File: src/rtl/memchk_channel.sv
// One watched address: compares snooped writes against its address and
// expected value and keeps the per-check hit flag.
// Handshake: none; mem_write_en is a plain strobe sampled on every rising edge,
// there is no ready/back-pressure path toward the memory.
module memchk_channel #(
  parameter int                ADDR_W = 32,
  parameter int                XLEN   = 32,
  parameter logic [ADDR_W-1:0] ADDR   = '0,
  parameter logic [XLEN-1:0]   VAL    = '0
) (
  input  logic              clk,
  input  logic              rst,
  input  logic              clear,
  input  logic              active,
  input  logic              mem_write_en,
  input  logic [ADDR_W-1:0] mem_addr,
  input  logic [XLEN-1:0]   mem_wdata,
  output logic              hit,
  output logic              mismatch_now,
  output logic              next_hit
);

  logic addr_match;
  logic data_match;

  // Exact address compare, no alignment masking; only meaningful while running.
  assign addr_match   = active && mem_write_en && (mem_addr == ADDR);
  assign data_match   = (mem_wdata == VAL);
  assign mismatch_now = addr_match && !data_match;

  // Next hit value: cleared on arm, last write to the address wins.
  always_comb begin
    next_hit = hit;
    if (clear) begin
      next_hit = 1'b0;
    end else if (addr_match) begin
      next_hit = data_match;
    end
  end

  // Hit flag register.
  always_ff @(posedge clk or posedge rst) begin
    if (rst) begin
      hit <= 1'b0;
    end else begin
      hit <= next_hit;
    end
  end

endmodule

File: config.mk
export PLATFORM = sky130hd
export DESIGN_NAME = memchk_channel
export DESIGN_NICKNAME = d
export VERILOG_FILES = /design/src/rtl/memchk_channel.sv
export SDC_FILE = /design/constraint.sdc
export NUM_CORES = 1
export LEC_CHECK = 0
export ABC_CLOCK_PERIOD_IN_PS = 1650
export CAP_MARGIN = 20
export CORE_MARGIN = 3
export CORE_UTILIZATION = 12
export CTS_BUF_LIST = sky130_fd_sc_hd__clkbuf_16
export CTS_CLUSTER_DIAMETER = 100
export CTS_CLUSTER_SIZE = 25
export DETAILED_ROUTE_END_ITERATION = 8
export PLACE_DENSITY = 0.74
export REMOVE_ABC_BUFFERS = 1
export SLEW_MARGIN = 25
export SYNTH_ARGS = -nofsm -noshare
export SYNTH_HDL_FRONTEND = slang
export SYNTH_SLANG_ARGS = --single-unit
File: constraint.sdc
create_clock -name clk -period 1.65 [get_ports clk]
set_clock_uncertainty 0.15 [all_clocks]
set_input_delay 0.33 -clock clk [delete_from_list [all_inputs] [get_ports clk]]
set_output_delay 0.33 -clock clk [all_outputs]
set_load 0.03 [all_outputs]
# After elaboration in Yosys (flattened, before gate mapping)
# Cells that the tools add are included.
totals:
  regBits: 1
  latchBits: 0
  ramBits: 0
  rom_bits: 0
  input_bits: 69
  wordCells: 9
  mem_count: 0
classes:
  add_sub_neg: 0
  multipliers: 0
  div_mod_pow: 0
  magnitude_cmp: 0
  eq_ne: 0
  n_shift: 0
  mux: 2
  bitwise: 0
  n_reduce_logical: 6
ops:
  columns: ["op", "count"]
  rows:
  - ["$logic_not A32 Y1", 2]
  - ["$logic_and A1 B1 Y1", 3]
  - ["$mux W1", 2]
  - ["$logic_not A1 Y1", 1]

# Logic depth before layout (Yosys ltp)
logic_depth:
  ltp_word: 4
  ltp_mapped: 4
  ltp_nobuf: 4

# Worst setup path after synthesis
# No wires, ideal clock.
synth_timing:
  path_type: "input-to-output"
  from: "input mem_addr[21]"
  to: "output next_hit"
  arrival_time_ns: 1.338
  t_required_ns: 1.170
  setup_slack_ns: -0.168
  cell_stages: 4
  path_cell_list: "nor4_2 nand3_1 nor3_2 mux2_1"
synth_via:
  elab_chain_len: 4
synth_lines:
  columns: ["item", "line", "rtl"]
  rows:
  - ["start, declared", "16", "input logic [ADDR_W-1:0] mem_addr,"]
  - ["$logic_not A32 Y1", "27", "assign addr_match = active && mem_write_en && (mem_addr == ADDR);"]
  - ["$logic_and A1 B1 Y1", "27", null]
  - ["$mux W1", "36", "end else if (addr_match) begin"]
  - ["$mux W1", "34", "if (clear) begin"]
  - ["end, declared", "20", "output logic next_hit"]
# Every way passes these cells.

# Final worst setup path
layout_timing:
  from: "input mem_addr[14]"
  to: "output next_hit"
# Same word-level chain as after synthesis.

==> reports/summary.txt <==
Synth area leaders -> nor4_1, nor4_2, nor4b_2
Mapped Area -> 236.5 um2
Post-synth top cells -> nor4_1, nand4_1, nor4_2, nor4b_2
Pwr/cell area -> 178.1 nW/um2
Wire length per cell -> 15.18 um
DIE HEIGHT -> 50.39 um
Pin count of the biggest net entering global routing -> 3
Clk network pwr share -> 0
Final number of setup-violating endpoints -> 3
Final nets -> 174
Synth Area per Inst -> 8.154 um2
Post-synthesis sequential area ratio -> 0.1058
Seq pwr share -> 0.142
Top Registers -> hit x1
Setup crit start kind -> input port
Worst-Margin Slew -> 0.3268 ns
Layout cell share with drive strength beyond 1 -> 0.4951
Clock period minus worst slack -> 1.999 ns
Setup WS post-layout -> -0.3490 ns
Routability Congestion -> 0.5955
Detailed Route WL -> 1943 um
Sw Ratio -> 0.2802
First-pass GRT wire length -> 2787 um
Remaining antenna violation count -> 0
Static Leak -> 0.0004117 uW
Violated checks -> setup timing
Async SR Flop Fraction -> 1.000
P_int -> 126.9 uW
ANT cells -> 0
DRT Pass-1 Iters -> 2
Slew Limit Fails -> 0
Ys flop type -> dfrtp_1
Layout fillers -> 188
F_max -> 0.5003 GHz
Warnings, synthesis -> 0
Status -> finished with violations
Synth Instances -> 29
Final Hold Fails -> 0
Critical Path RT -> 1.17 ns
DRC -> 0
Largest Register -> hit
Via/cell ratio -> 4.328
Fin crit share -> 1.212
Worst Setup Path Type -> input port to output pin
Most instantiated library cell after synthesis -> nor4_1
Largest register FFs -> 1
Max-slew headroom -> 0.7815
Setup TNS -> -0.6539 ns
RSZ-0062 raised after global routing -> true
Peak VDD IR -> 119.2 uV
DRT iter0 DRCs -> 1
DP Wirelength -> 1657 um
CP arrival -> 1.52 ns
Aggregate global-route resource usage -> 0.1404
Combinational Power Share -> 0.858
Worst skew pair latency -> 0 ns
Distinct cells, synth -> 14
# rows -> 15
Vias in the first global route -> 617
I/O pins -> 72
Yosys top cell area share -> 0.2910
Initial core utilization -> 0.1313
Net load switching power -> 49.39 uW
Nature of the critical path endpoint -> output pin
Core outline area -> 1802 um2
Hold_buf cts -> 0
R2R depth -> 2
Remaining Overflow, GRT -> 0
WHS -> 0.3239 ns
Max-cap viol count -> 0
DR vias -> 554
Die W -> 50.39 um
Synth Register Bits -> 1
Number of flops mapped to enable cells by yosys -> 0
Synth area leader -> nor4_1
Critical path peak fanout -> 2
Initial antenna violation count -> 0
Clock transition at path regs -> 0 ns
HP Class -> input port to asynchronous set/reset pin
PortBufs -> 71
Die ar. -> 2539 um2
Area growth syn-to-layout -> 318.5%
## layout by cell type, fill, tap and decap left out, types with 2 or more instances in the layout
cell,netlist,layout
buf_2,0,15
buf_4,0,3
buf_6,0,9
clkbuf_2,0,6
clkdlybuf4s15_1,0,19
clkdlybuf4s50_1,0,3
dlygate4sd2_1,0,19
nand4_1,3,3
nor3_2,1,2
nor4_2,3,10
nor4_4,0,3
## worst max-delay path, cell delays in order
cell             delay (ns)
clkdlybuf4s15_1        0.16
nor4_1                 0.22
nand4_1                0.14
nor3_2                 0.19
mux2_4                 0.34
buf_6                  0.14
## worst paths after layout
kind / endpoint / from / slack [ns]
max: next_hit / mem_addr[14] / -0.35
min in group clk: hit$_DFF_PP0_ / hit$_DFF_PP0_ / 0.49
max in group asynchronous: hit$_DFF_PP0_ / rst / 0.94
min: hit$_DFF_PP0_ / rst / 0.32
min reg2reg: hit$_DFF_PP0_ / hit$_DFF_PP0_ / 0.49
max reg2reg: hit$_DFF_PP0_ / hit$_DFF_PP0_ / 0.62
## routing by layer
| layer | track usage | vias to the layer above | share of wire |
|---|---|---|---|
| li1 | - | 277 | - |
| met1 | 0.1263 | 254 | 0.34 |
| met2 | 0.3174 | 23 | 0.58 |
| met3 | 0.03264 | 0 | 0.082 |
| met4 | 0 | 0 | 0 |
| met5 | 0 | - | 0 |
## final cells by class
cell class | instances | area [um2] | area share
timing repair buffer | 74 | 615.6 | 0.6220
tap | 25 | 31.28 | 0.03161
multi-input combinational | 27 | 314.1 | 0.3173
inverter | 1 | 3.754 | 0.003793
sequential | 1 | 25.02 | 0.02528
## power groups by stage
stage	registers (uW)	logic, uW	clock network (uW)
after floorplan	25.0	10.8	0
after global placement	25.0	174	0
after detailed placement	25.0	179	0
after CTS	25.0	148	0
after global routing	25.0	162	0
final	25.0	151	0
## logic make-up (layout without fill, tap and decap cells)
logic type | count (synthesis) | count (layout) | synth area share
buf+inv | 1 | 75 | 0.01586
flops | 1 | 1 | 0.1058
mux | 1 | 1 | 0.04762
compound gates | 1 | 1 | 0.03176
simple gates | 25 | 25 | 0.7989
## what timing repair did
| item | CTS | global route |
|---|---|---|
| endpoints found under the setup margin | 3 | 3 |
| resized for setup | 160 | 24 |
| buffers inserted | 1 | 0 |
| pin swaps | 24 | 14 |
| hold endpoints to repair | 0 | 0 |
| gates cloned | 0 | 0 |
## stage by stage
stage | worst slack [ns] | util | instance area [um2] | total power [uW] | std cells
floorplan | -0.1683 | - | 236.5 | 35.80 | 29
finish | -0.3490 | 0.5493 | 989.7 | 176.3 | 128
global placement | -1.180 | 0.5500 | 991.0 | 199.5 | 127
CTS | -0.3759 | 0.5458 | 983.4 | 173.1 | 128
global route | -0.4354 | 0.5493 | 989.7 | 186.6 | 128
detailed placement | -1.195 | 0.5500 | 991.0 | 204.3 | 127
(Power assumes the default switching activity.)
